$ cat src/rtl/pipeline_ctrl_pkg.sv
// Shared CPU control definitions: pipeline-control FSM encoding and default widths.
package pipeline_ctrl_pkg;

    localparam int DEF_REG_INDEX_W = 4;
    localparam int DEF_CNT_W       = 16;

    typedef enum logic [0:0] {
        RUN      = 1'b0,
        MEM_WAIT = 1'b1
    } ctrl_state_e;

endpackage

$ cat src/rtl/hazard_detect.sv
// Load-use hazard detection: the load in EX writes a register the ID instruction reads.
module hazard_detect #(
    parameter int REG_INDEX_BIT_WIDTH = 4
) (
    input  logic                           ex_is_load,
    input  logic [REG_INDEX_BIT_WIDTH-1:0] ex_dst_ind,
    input  logic [REG_INDEX_BIT_WIDTH-1:0] id_src1_ind,
    input  logic [REG_INDEX_BIT_WIDTH-1:0] id_src2_ind,
    input  logic                           id_src1_used,
    input  logic                           id_src2_used,
    output logic                           load_use
);

    // Register 0 is compared like any other index.
    assign load_use = ex_is_load &&
                      ((id_src1_used && (id_src1_ind == ex_dst_ind)) ||
                       (id_src2_used && (id_src2_ind == ex_dst_ind)));

endmodule

$ cat src/rtl/pipeline_ctrl.sv
// Pipeline hazard controller: stage enables/flushes, memory-wait FSM and saturating perf counters.
module pipeline_ctrl
    import pipeline_ctrl_pkg::*;
#(
    parameter int REG_INDEX_BIT_WIDTH = DEF_REG_INDEX_W,
    parameter int CNT_WIDTH           = DEF_CNT_W
) (
    input  logic                           clk,
    input  logic                           reset,
    input  logic [REG_INDEX_BIT_WIDTH-1:0] id_src1_ind,
    input  logic [REG_INDEX_BIT_WIDTH-1:0] id_src2_ind,
    input  logic                           id_src1_used,
    input  logic                           id_src2_used,
    input  logic                           ex_is_load,
    input  logic [REG_INDEX_BIT_WIDTH-1:0] ex_dst_ind,
    input  logic                           ex_mispredict,
    input  logic                           mem_req,
    input  logic                           mem_ready,
    output logic                           pc_en,
    output logic                           ifid_en,
    output logic                           idex_en,
    output logic                           exmem_en,
    output logic                           memwb_en,
    output logic                           ifid_flush,
    output logic                           idex_flush,
    output logic                           exmem_flush,
    output logic                           memwb_flush,
    output logic                           pc_sel_target,
    output logic [CNT_WIDTH-1:0]           stall_cnt,
    output logic [CNT_WIDTH-1:0]           flush_cnt
);

    ctrl_state_e          state_q, state_d;
    logic [CNT_WIDTH-1:0] stall_cnt_q, stall_cnt_d;
    logic [CNT_WIDTH-1:0] flush_cnt_q, flush_cnt_d;
    logic                 load_use;
    logic                 mem_wait;
    logic                 stall_now;

    function automatic logic [CNT_WIDTH-1:0] sat_inc(input logic [CNT_WIDTH-1:0] v);
        return (&v) ? v : v + 1'b1;
    endfunction

    hazard_detect #(
        .REG_INDEX_BIT_WIDTH(REG_INDEX_BIT_WIDTH)
    ) u_hazard_detect (
        .ex_is_load  (ex_is_load),
        .ex_dst_ind  (ex_dst_ind),
        .id_src1_ind (id_src1_ind),
        .id_src2_ind (id_src2_ind),
        .id_src1_used(id_src1_used),
        .id_src2_used(id_src2_used),
        .load_use    (load_use)
    );

    always_comb begin
        pc_en         = 1'b1;
        ifid_en       = 1'b1;
        idex_en       = 1'b1;
        exmem_en      = 1'b1;
        memwb_en      = 1'b1;
        ifid_flush    = 1'b0;
        idex_flush    = 1'b0;
        exmem_flush   = 1'b0;
        memwb_flush   = 1'b0;
        pc_sel_target = 1'b0;
        stall_now     = 1'b0;
        flush_cnt_d   = flush_cnt_q;
        stall_cnt_d   = stall_cnt_q;

        // The ready cycle of a pending access is evaluated exactly like RUN.
        mem_wait = !mem_ready && ((state_q == MEM_WAIT) || mem_req);
        state_d  = mem_wait ? MEM_WAIT : RUN;

        if (reset) begin
            pc_en       = 1'b0;
            ifid_en     = 1'b0;
            idex_en     = 1'b0;
            exmem_en    = 1'b0;
            memwb_en    = 1'b0;
            ifid_flush  = 1'b1;
            idex_flush  = 1'b1;
            exmem_flush = 1'b1;
            memwb_flush = 1'b1;
        end else if (mem_wait) begin
            pc_en       = 1'b0;
            ifid_en     = 1'b0;
            idex_en     = 1'b0;
            exmem_en    = 1'b0;
            memwb_flush = 1'b1;
            stall_now   = 1'b1;
        end else if (ex_mispredict) begin
            pc_sel_target = 1'b1;
            ifid_flush    = 1'b1;
            idex_flush    = 1'b1;
            flush_cnt_d   = sat_inc(flush_cnt_q);
        end else if (load_use) begin
            pc_en      = 1'b0;
            ifid_en    = 1'b0;
            idex_flush = 1'b1;
            stall_now  = 1'b1;
        end

        if (stall_now) begin
            stall_cnt_d = sat_inc(stall_cnt_q);
        end
    end

    always_ff @(posedge clk) begin
        if (reset) begin
            state_q     <= RUN;
            stall_cnt_q <= '0;
            flush_cnt_q <= '0;
        end else begin
            state_q     <= state_d;
            stall_cnt_q <= stall_cnt_d;
            flush_cnt_q <= flush_cnt_d;
        end
    end

    assign stall_cnt = stall_cnt_q;
    assign flush_cnt = flush_cnt_q;

endmodule

$ cat config.mk
export PLATFORM = sky130hd
export DESIGN_NAME = pipeline_ctrl
export DESIGN_NICKNAME = d
export VERILOG_FILES = /design/src/rtl/pipeline_ctrl_pkg.sv /design/src/rtl/hazard_detect.sv /design/src/rtl/pipeline_ctrl.sv
export SDC_FILE = /design/constraint.sdc
export NUM_CORES = 1
export LEC_CHECK = 0
export ABC_AREA = 1
export CORE_MARGIN = 3
export CORE_UTILIZATION = 30
export CTS_CLUSTER_SIZE = 30
export DETAILED_ROUTE_END_ITERATION = 8
export PLACE_DENSITY = 0.53
export SETUP_SLACK_MARGIN = 0.5
export SLEW_MARGIN = 20
export SYNTH_ARGS = -nofsm -noshare
export SYNTH_HDL_FRONTEND = slang
export SYNTH_SLANG_ARGS = --single-unit
export TNS_END_PERCENT = 50
$ cat constraint.sdc
create_clock -name clk -period 3.7 [get_ports clk]
set_clock_uncertainty 0.1 [all_clocks]
set_input_delay 0.74 -clock clk [delete_from_list [all_inputs] [get_ports clk]]
set_output_delay 0.74 -clock clk [all_outputs]
set_load 0.01 [all_outputs]
==> results of run 1 <==
[logic make-up (layout without fill, tap and decap cells)]
logic type | count (synthesis) | in the layout | synth area share
fa+ha+maj | 2 | 2 | 0.01195
buf+inv | 50 | 109 | 0.1010
compound gates | 38 | 38 | 0.09324
xor+xnor | 21 | 21 | 0.08786
flops | 33 | 33 | 0.3156
simple gates | 175 | 175 | 0.3903
[synthesized netlist by cell type]
library cell / count
nor2_2: 4
o21ai_1: 5
buf_6: 1
buf_1: 1
dfxtp_1: 33
buf_2: 4
o21ai_0: 2
nand3_2: 1
a21oi_1: 29
nand2_2: 2
nand4_1: 22
o21a_1: 2
clkbuf_1: 3
xor2_1: 10
nor2_4: 2
ha_1: 2
and3_1: 1
nand2_1: 84
inv_1: 34
xnor2_1: 11
clkinv_1: 1
nand4_4: 1
nor2_1: 36
nand3b_4: 1
nand2_4: 1
nand3_1: 16
nor3_1: 4
inv_2: 3
buf_4: 3
[layer usage]
metal / track usage / up-vias / part of all wire
li1: - / 1144 / -
met2: 0.2398 / 49 / 0.45
met1: 0.1948 / 974 / 0.49
met3: 0.02949 / 4 / 0.048
met5: 0 / - / 0
met4: 0.04465 / 0 / 0.0091
[power by group through the flow]
| stage | Sequential [mW] | Combinational [mW] | Clock, mW |
|---|---|---|---|
| finish | 0.364 | 0.110 | 0.253 |
| global route | 0.365 | 0.123 | 0.271 |
| CTS | 0.364 | 0.112 | 0.263 |
| detailed placement | 0.372 | 0.113 | 0 |
| global placement | 0.372 | 0.113 | 0 |
| floorplan | 0.373 | 0.0563 | 0 |
[area by class of cell]
class | instances | area share
Multi-Input combinational cell | 236 | 0.4271
Sequential cell | 33 | 0.2311
Timing Repair Buffer | 65 | 0.2254
Inverter | 38 | 0.04989
Tap cell | 93 | 0.04070
Clock buffer | 5 | 0.02407
Clock inverter | 1 | 0.001751
[final timing paths]
path,start,to,slack [ns],cells after the start
setup / recovery,mem_req,ifid_flush,0.57,7
hold / removal,stall_cnt[12],stall_cnt[12],0.40,2
setup reg to reg,stall_cnt[0],stall_cnt[10],1.65,7
hold reg to reg,stall_cnt[12],stall_cnt[12],0.40,2
[worst max-delay path, cell delays in order]
cell	delay, ns
clkdlybuf4s50_1	0.40
nor2_1	0.13
nor2_2	0.07
nor2_1	0.26
nor2_2	0.10
inv_1	0.06
clkdlybuf4s50_1	0.52
[sequential cells by signal (all words and copies together), names as in the netlist]
| signal | cells |
|---|---|
| flush_cnt | 16 |
| state_q | 1 |
| stall_cnt | 16 |
[stage by stage]
step                hold WS (ns)  std cells
floorplan                 0.3960        319
global placement          0.3852        465
detailed placement        0.3870        465
CTS                       0.4004        471
global route              0.4144        471
finish                    0.3995        471
[timing repair]
item                                    4_1_cts  5_1_grt
gates resized for setup                       1        3
setup buffers                                 0        0
pin swaps                                     0        0
endpoints found under the setup margin        3        5
==> reports/qor.yml, run 1 <==
dieArea_mm2: 0.008016
cts.reportedPaths.clkPinSlew_ns: 0.06
required_ns: 2.86
dpl_cell_area_mm2: 0.002781
worstPathArrival_ns: 2.29
drt-vias-per-instance: 4.609
grt_pass1_wl_um: 9363
nets: 401
clkLatencyLatePin_ns: 0.29
wl_um: 5575
period_minus_slack_ns: 3.126
dr.pass1.iters: 4
vias: 2171
syn_area_mm2: 0.002093
cts_hold_buffers: 0
dieWidth_um: 89.53
synth_top_cell_area_share: 0.3156
dp_hpwl_um: 4186
mostFrequentLayoutCells: "nand2_1 (84), clkdlybuf4s50_1 (58), nor2_1 (36)"
antenna_found_initial: 0
post-place-ws_ns: 0.3656
die_h_um: 89.53
grt_start_max_net_pins: 19
ys_seq_area_frac: 0.3156
worst_slew_pin_slew_ns: 0.3376
clkPwrFrac: 0.348
p_switching_mw: 0.1921
root_buffer: "clkbuf_8"
yosys_warnings: 0
hold_viol: 0
power_frac_comb: 0.152
area_growth_pct: 36.58
power.density_mw_per_mm2: 254.4
grt_overflow: 0
finish.utilization: 0.4353
antenna_left: 0
end_kind: "output pin"
ys_ff_latch: 33
wl_per_cell_um: 11.84
p_int_mw: 0.5352
clock-sinks: 33
rsz0062_at_grt: "true"
rows: 29
n_antenna_cell: 0
cts-htree-levels: 2
seq_power_share: 0.501
syn_inst: 319
gp_congestion: 0.7981
multi_input_area_mm2: 0.001221
track_usage: 0.1468
leakagePower_nw: 1.093
drc_errors: 0
cts_tree: "yes"
relSlewSlack: 0.7747
start_util: 0.3187
cts_max_path_buffers: 2
fin_area_mm2: 0.002859
critical_path_class: "primary input to output pin"
yosysUniqueCellTypes: 29
tns_ns: 0
fmax_ghz: 0.3199
final_common_cell: "nand2_1"
drv_slew: 0
nFillCells: 713
critPathLaunchType: "primary input"
status: "completed"
p_sw_frac: 0.2641
drive_gt1_frac: 0.06614
crit_path_max_fanout: 4
finalPower_mw: 0.7273
core_area_mm2: 0.006568
maxCapViolCount: 0
setup_viol: 0
grt_pass1_vias: 1997
synth_area_leaders: "dfxtp_1 (32%), nand2_1 (15%), a21oi_1 (6.9%)"
cts_made_buffers: 5
ir_drop_uv: 158.7
hold_path_class: "flop to flop"
io_pins: 62
io_buffers: 61
register_area_um2: 660.6
yosysTopAreaCell: "dfxtp_1"
drt_iter0_drc: 74
syn_area_per_cell_um2: 6.562
worst_slack_ns: 0.5745
syn_nets: 341
fin_crit_sh: 0.8447
(Power assumes the default switching activity.)
==> inputs of run 2 (changes only) <==
==> constraint.sdc (replaced) <==
create_clock -name clk -period 2.9 [get_ports clk]
set_clock_uncertainty 0.1 [all_clocks]
set_input_delay 0.58 -clock clk [delete_from_list [all_inputs] [get_ports clk]]
set_output_delay 0.58 -clock clk [all_outputs]
set_load 0.01 [all_outputs]
==> run 2 against run 1 <==
Effect of this change: setup slack worse by 0.10 ns; non-clock buffer count is 9 higher; combinational power is 31% higher; die area stayed put; core utilization is 1.6 points higher; sequential share of layout area is 0.82 points lower; global-route usage is 0.20 points lower; critical path depth is 1 higher; via count is 1.8% higher; wire length is 0.11% higher; first-iteration DRC count is 6.8% lower; critical endpoint unchanged; largest power group unchanged.
==> reports/qor.yml, run 2 (synthesis results as in run 1) <==
final_common_cell: "nand2_1"  # unchanged
vias: 2209  # was 2171
dieWidth_um: 89.53  # unchanged
grt_pass1_vias: 2034  # was 1997
io_buffers: 61  # unchanged
rsz0062_at_grt: "true"  # unchanged
dp.cells: 468  # was 465
grt_start_max_net_pins: 27  # was 19
fin_area_mm2: 0.002964  # was 0.002859 mm2
die_h_um: 89.53  # unchanged
period_minus_slack_ns: 2.428
reg2reg_from: "stall_cnt[0]"  # unchanged
power.density_mw_per_mm2: 355.9  # was 254.4 mW/mm2
crit_path_max_fanout: 2  # was 4
hold_path_class: "flop to flop"  # unchanged
crit_path_start: "ex_mispredict"  # was mem_req
nets: 410  # was 401
antenna_found_initial: 0  # unchanged
hold_depth: 2  # unchanged
maxCapViolCount: 0  # unchanged
grt_overflow: 0  # unchanged
dr.pass1.iters: 4  # unchanged
fin_crit_sh: 0.8374
setup_viol: 0  # unchanged
nFillCells: 705  # was 713
drc_errors: 0  # unchanged
critical_path_class: "primary input to output pin"  # unchanged
root_buffer: "clkbuf_8"  # unchanged
area_growth_pct: 41.60  # was 36.58%
clock-sinks: 33  # unchanged
cts_tree: "yes"  # unchanged
wl_per_cell_um: 11.58  # was 11.84 um
relSlewSlack: 0.7889  # was 0.7747
cts_made_buffers: 5  # unchanged
cts_hold_buffers: 0  # unchanged
status: "completed"  # unchanged
antenna_left: 0  # unchanged
dpl_cell_area_mm2: 0.002804  # was 0.002781 mm2
end_kind: "output pin"  # unchanged
drv_slew: 0  # unchanged
drive_gt1_frac: 0.1157  # was 0.06614
grt_pass1_wl_um: 9252  # was 9363 um
clkLatencyLatePin_ns: 0.28  # was 0.29 ns
cts.reportedPaths.clkPinSlew_ns: 0.06  # about the same
mostFrequentLayoutCells: "nand2_1 (84), clkdlybuf4s50_1 (36), inv_1 (34)"  # was nand2_1 (84), clkdlybuf4s50_1 (58), nor2_1 (36)
worst_slew_pin_slew_ns: 0.3161  # was 0.3376 ns
rows: 29  # unchanged
cts_max_path_buffers: 2  # unchanged
io_pins: 62  # unchanged
instances_no_fill: 482  # was 471
drt-vias-per-instance: 4.583  # was 4.609
min_from: "stall_cnt[1]"  # was stall_cnt[12]
ir_drop_uv: 246.0  # was 158.7 uV
n_antenna_cell: 0  # unchanged
critPathLaunchType: "primary input"  # unchanged
drt_iter0_drc: 69  # was 74
worstPathArrival_ns: 1.75  # was 2.29 ns
gp_congestion: 0.8034  # was 0.7981
dp_hpwl_um: 4075  # was 4186 um
hold_viol: 0  # unchanged
wl_um: 5581  # was 5575 um
start_util: 0.3187  # unchanged
reg2reg_depth: 7  # unchanged
cts-htree-levels: 2  # unchanged
fmax_ghz: 0.4118
core_area_mm2: 0.006568  # unchanged
leakagePower_nw: 1.195  # was 1.093 nW
dieArea_mm2: 0.008016  # unchanged
track_usage: 0.1448  # was 0.1468
required_ns: 2.22  # was 2.86 ns
finalPower_mw: 1.055  # was 0.7273 mW
[run 2: changes by cell type in the layout (fill, tap and decap cells not counted), sizes merged]
| cell | previous run | this run |
|---|---|---|
| clkinv | 2 | 1 |
| clkdlybuf4s50 | 58 | 36 |
| clkbuf | 5 | 8 |
| dlygate4sd2 | 1 | 13 |
| buf | 4 | 17 |
| dlymetal6s2s | 2 | 4 |
| clkdlybuf4s15 | 0 | 3 |
| bufinv | 0 | 1 |
[run 2: worst paths after layout]
path,end,slack [ns]
min,stall_cnt[1],0.40
min reg2reg,stall_cnt[1],0.40
max reg2reg,stall_cnt[10],0.91
max,ifid_flush,0.47
[run 2: power by group]
part	internal (mW)	switching (mW)	leakage, nW
clock network	0.280	0.166	0.0585
logic	0.0651	0.0789	0.870
registers	0.459	0.00602	0.267
[run 2: per-stage QoR]
| step | hold slack, ns | util | TNS (ns) | setup WS, ns |
|---|---|---|---|---|
| after floorplan | 0.3960 | - | 0 | 0.7714 |
| after CTS | 0.4045 | 0.4479 | 0 | 0.2849 |
| after global placement | 0.3846 | 0.4269 | -0.05271 | -0.03769 |
| after detailed placement | 0.3912 | 0.4269 | -0.1705 | -0.09884 |
| final | 0.3999 | 0.4513 | 0 | 0.4716 |
| after global routing | 0.4328 | 0.4513 | 0 | 0.4081 |
[run 2: what timing repair did]
item,4_1_cts,5_1_grt
pin swaps,18,11
setup endpoints to repair,10,24
resized for setup,37,15
setup buffers,6,0
[run 2: cell type report]
| cell class | count | area [um2] | share of cell area |
|---|---|---|---|
| Sequential cell | 33 | 660.6 | 0.2229 |
| Inverter | 38 | 142.6 | 0.04812 |
| Multi-Input combinational cell | 236 | 1250 | 0.4217 |
| Timing Repair Buffer | 74 | 678.2 | 0.2288 |
| Clock inverter | 1 | 30.03 | 0.01013 |
| Tap cell | 93 | 116.4 | 0.03926 |
| Clock buffer | 7 | 86.33 | 0.02913 |
[run 2: worst max-delay path, cell delays in order]
cell and delay (ns):
clkdlybuf4s50_1 0.49, inv_1 0.07, nor2_2 0.12, nor2_2 0.06
buf_4 0.13, buf_4 0.13, inv_1 0.04, buf_2 0.12
[run 2: per-layer routing]
| layer | track usage | part of all wire |
|---|---|---|
| met1 | 0.1937 | 0.50 |
| met2 | 0.2371 | 0.45 |
| met3 | 0.02581 | 0.043 |
| met5 | 0 | 0 |
| met4 | 0.04330 | 0.0079 |
==> inputs of run 3 (changes only) <==
--- a/config.mk
+++ b/config.mk
@@ -10,7 +10,7 @@
 export CORE_UTILIZATION = 30
 export CTS_CLUSTER_SIZE = 30
 export DETAILED_ROUTE_END_ITERATION = 8
-export PLACE_DENSITY = 0.53
+export PLACE_DENSITY = 0.55
 export SETUP_SLACK_MARGIN = 0.5
 export SLEW_MARGIN = 20
 export SYNTH_ARGS = -nofsm -noshare
==> constraint.sdc (replaced) <==
create_clock -name clk -period 2.1 [get_ports clk]
set_clock_uncertainty 0.1 [all_clocks]
set_input_delay 0.42 -clock clk [delete_from_list [all_inputs] [get_ports clk]]
set_output_delay 0.42 -clock clk [all_outputs]
set_load 0.01 [all_outputs]
==> run 3 against run 2 <==
Effect of this change: largest power group unchanged; combinational power grew 110%; count of clock-buffer cells in the layout is the same; first-iteration DRC count grew 26%; critical path depth grew 2; critical path type unchanged.
==> reports/qor.yml, run 3 (synthesis results as in run 1) <==
status: "completed"  # unchanged
crit_path_max_fanout: 4  # was 2
worstPathArrival_ns: 1.30  # was 1.75 ns
track_usage: 0.1633  # was 0.1448
gp_congestion: 0.8288  # was 0.8034
p_switching_mw: 0.3905  # was 0.2510 mW
p_sw_frac: 0.2725  # was 0.2380
fmax_ghz: 0.5497
core_area_mm2: 0.006568  # unchanged
dr.pass1.iters: 4  # unchanged
cp_slowest_cell: "buf_2"  # was clkdlybuf4s50_1
critPathLaunchType: "primary input"  # unchanged
end_kind: "output pin"  # unchanged
rows: 29  # unchanged
cts-htree-levels: 2  # unchanged
cts_max_path_buffers: 2  # unchanged
critical_path_class: "primary input to output pin"  # unchanged
seq_power_share: 0.445  # was 0.440
drv_slew: 0  # unchanged
drt_iter0_drc: 87  # was 69
n_antenna_cell: 0  # unchanged
root_buffer: "clkbuf_8"  # unchanged
clkPwrFrac: 0.346  # was 0.423
post-place-ws_ns: -0.5984  # was -0.09884 ns
nFillCells: 650  # was 705
worst_slack_ns: 0.2807  # was 0.4716 ns
grt_pass1_wl_um: 10470  # was 9252 um
antenna_found_initial: 0  # unchanged
dieWidth_um: 89.53  # unchanged
io_buffers: 61  # unchanged
dp_hpwl_um: 4348  # was 4075 um
period_minus_slack_ns: 1.819
drive_gt1_frac: 0.3577  # was 0.1157
die_h_um: 89.53  # unchanged
cts.reportedPaths.clkPinSlew_ns: 0.07  # was 0.06 ns
clock-sinks: 33  # unchanged
grt_start_max_net_pins: 21  # was 27
rsz0062_at_grt: "true"  # unchanged
dieArea_mm2: 0.008016  # unchanged
required_ns: 1.58  # was 2.22 ns
drc_errors: 0  # unchanged
path_cells: "buf_8 -> nand2_2 -> nand2_2 -> nor2_2 -> nand3_1 -> nand2_1 -> nand2_2 -> o21ai_1 -> inv_1 -> buf_2"  # was clkdlybuf4s50_1 -> inv_1 -> nor2_2 -> nor2_2 -> buf_4 -> buf_4 -> inv_1 -> buf_2
worst_slew_pin_slew_ns: 0.2876  # was 0.3161 ns
wl_per_cell_um: 12.23  # was 11.58 um
p_int_mw: 1.043  # was 0.8039 mW
fin_crit_sh: 0.8663
power.density_mw_per_mm2: 411.1  # was 355.9 mW/mm2
area_growth_pct: 66.53  # was 41.60%
nets: 433  # was 410
hold_path_class: "flop to flop"  # unchanged
mostFrequentLayoutCells: "nand2_1 (70), a21oi_1 (29), dlymetal6s2s_1 (29)"  # was nand2_1 (84), clkdlybuf4s50_1 (36), inv_1 (34)
io_pins: 62  # unchanged
fin_area_mm2: 0.003486  # was 0.002964 mm2
hold_viol: 0  # unchanged
grt_overflow: 0  # unchanged
final_common_cell: "nand2_1"  # unchanged
cts_made_buffers: 5  # unchanged
grt_pass1_vias: 2242  # was 2034
drt-vias-per-instance: 4.643  # was 4.583
antenna_left: 0  # unchanged
maxCapViolCount: 0  # unchanged
ir_drop_uv: 237.3  # was 246.0 uV
clkLatencyLatePin_ns: 0.28  # about the same
leakagePower_nw: 1.875  # was 1.195 nW
wl_um: 6166  # was 5581 um
vias: 2340  # was 2209
hold-worst-slack_ns: 0.3821  # was 0.3999 ns
path_common_cell: "nand2_2"
max_stage_delay_ns: 0.13  # was 0.49 ns
start_util: 0.3187  # unchanged
dpl_cell_area_mm2: 0.003023  # was 0.002804 mm2
cts_tree: "yes"  # unchanged
power_frac_comb: 0.208  # was 0.137
setup_viol: 0  # unchanged
relSlewSlack: 0.8068  # was 0.7889
==> run 3: cell count changes in the layout (fill, tap and decap cells not counted), moves of 14 or more <==
cell	before	now
buf_6	0	17
clkdlybuf4s50_1	36	2
dfxtp_1	33	8
dfxtp_2	0	18
dlymetal6s2s_1	4	29
nand2_1	84	70
==> run 3: area by class of cell <==
class / instances / area (um2) / share of cell area
inverters: 38 / 162.7 / 0.04666
repair buffers: 96 / 1015 / 0.2911
well taps: 93 / 116.4 / 0.03338
multi-input cells: 237 / 1396 / 0.4006
flip-flops and latches: 33 / 709.4 / 0.2035
clock buffers: 7 / 86.33 / 0.02477
==> run 3: timing repair <==
action / CTS / global route
endpoints found under the setup margin: 74 / 72
cloned: 1 / 0
buffers inserted: 10 / 2
hold buffers: 0 / 0
gates resized for setup: 152 / 76
hold endpoints to repair: 0 / 0
pin swaps: 31 / 27
==> run 3: final timing paths <==
| kind | startpoint | to | slack [ns] | depth (start not counted) |
|---|---|---|---|---|
| worst min register to register | flush_cnt[2] | flush_cnt[2] | 0.38 | 2 |
| worst max register to register | flush_cnt[1] | flush_cnt[1] | 0.47 | 11 |
| worst min-delay path | flush_cnt[2] | flush_cnt[2] | 0.38 | 2 |
| worst max-delay path | ex_dst_ind[3] | ifid_en | 0.28 | 10 |
==> run 3: power by group through the flow <==
stage / logic (mW) / registers (mW) / clock network, mW
after floorplan: 0.117 / 0.658 / 0
after global placement: 0.254 / 0.655 / 0
after CTS: 0.286 / 0.643 / 0.515
final: 0.299 / 0.638 / 0.496
after global routing: 0.327 / 0.639 / 0.545
after detailed placement: 0.255 / 0.655 / 0
==> run 3: stage by stage <==
step	std cells	TNS (ns)	power (mW)	util
2_1_floorplan	319	0	0.7747	-
3_3_place_gp	484	-7.824	0.9088	0.4603
3_5_place_dp	484	-8.361	0.9101	0.4603
4_1_cts	502	0	1.444	0.5005
5_1_grt	504	0	1.511	0.5308
6_report	504	0	1.433	0.5308
==> run 3: worst max-delay path, delay by kind of cell <==
family	cells	cell delay, ns
simple gates	6	0.47
buf+inv	3	0.29
compound gates	1	0.12
==> run 3: per-layer routing <==
metal	GRT usage	wire length, um	up-vias
li1	-	-	1209
met1	0.2136	2767	1077
met2	0.2773	3061	46
met3	0.03318	258	8
met4	0.03518	78	0
met5	0	0	-
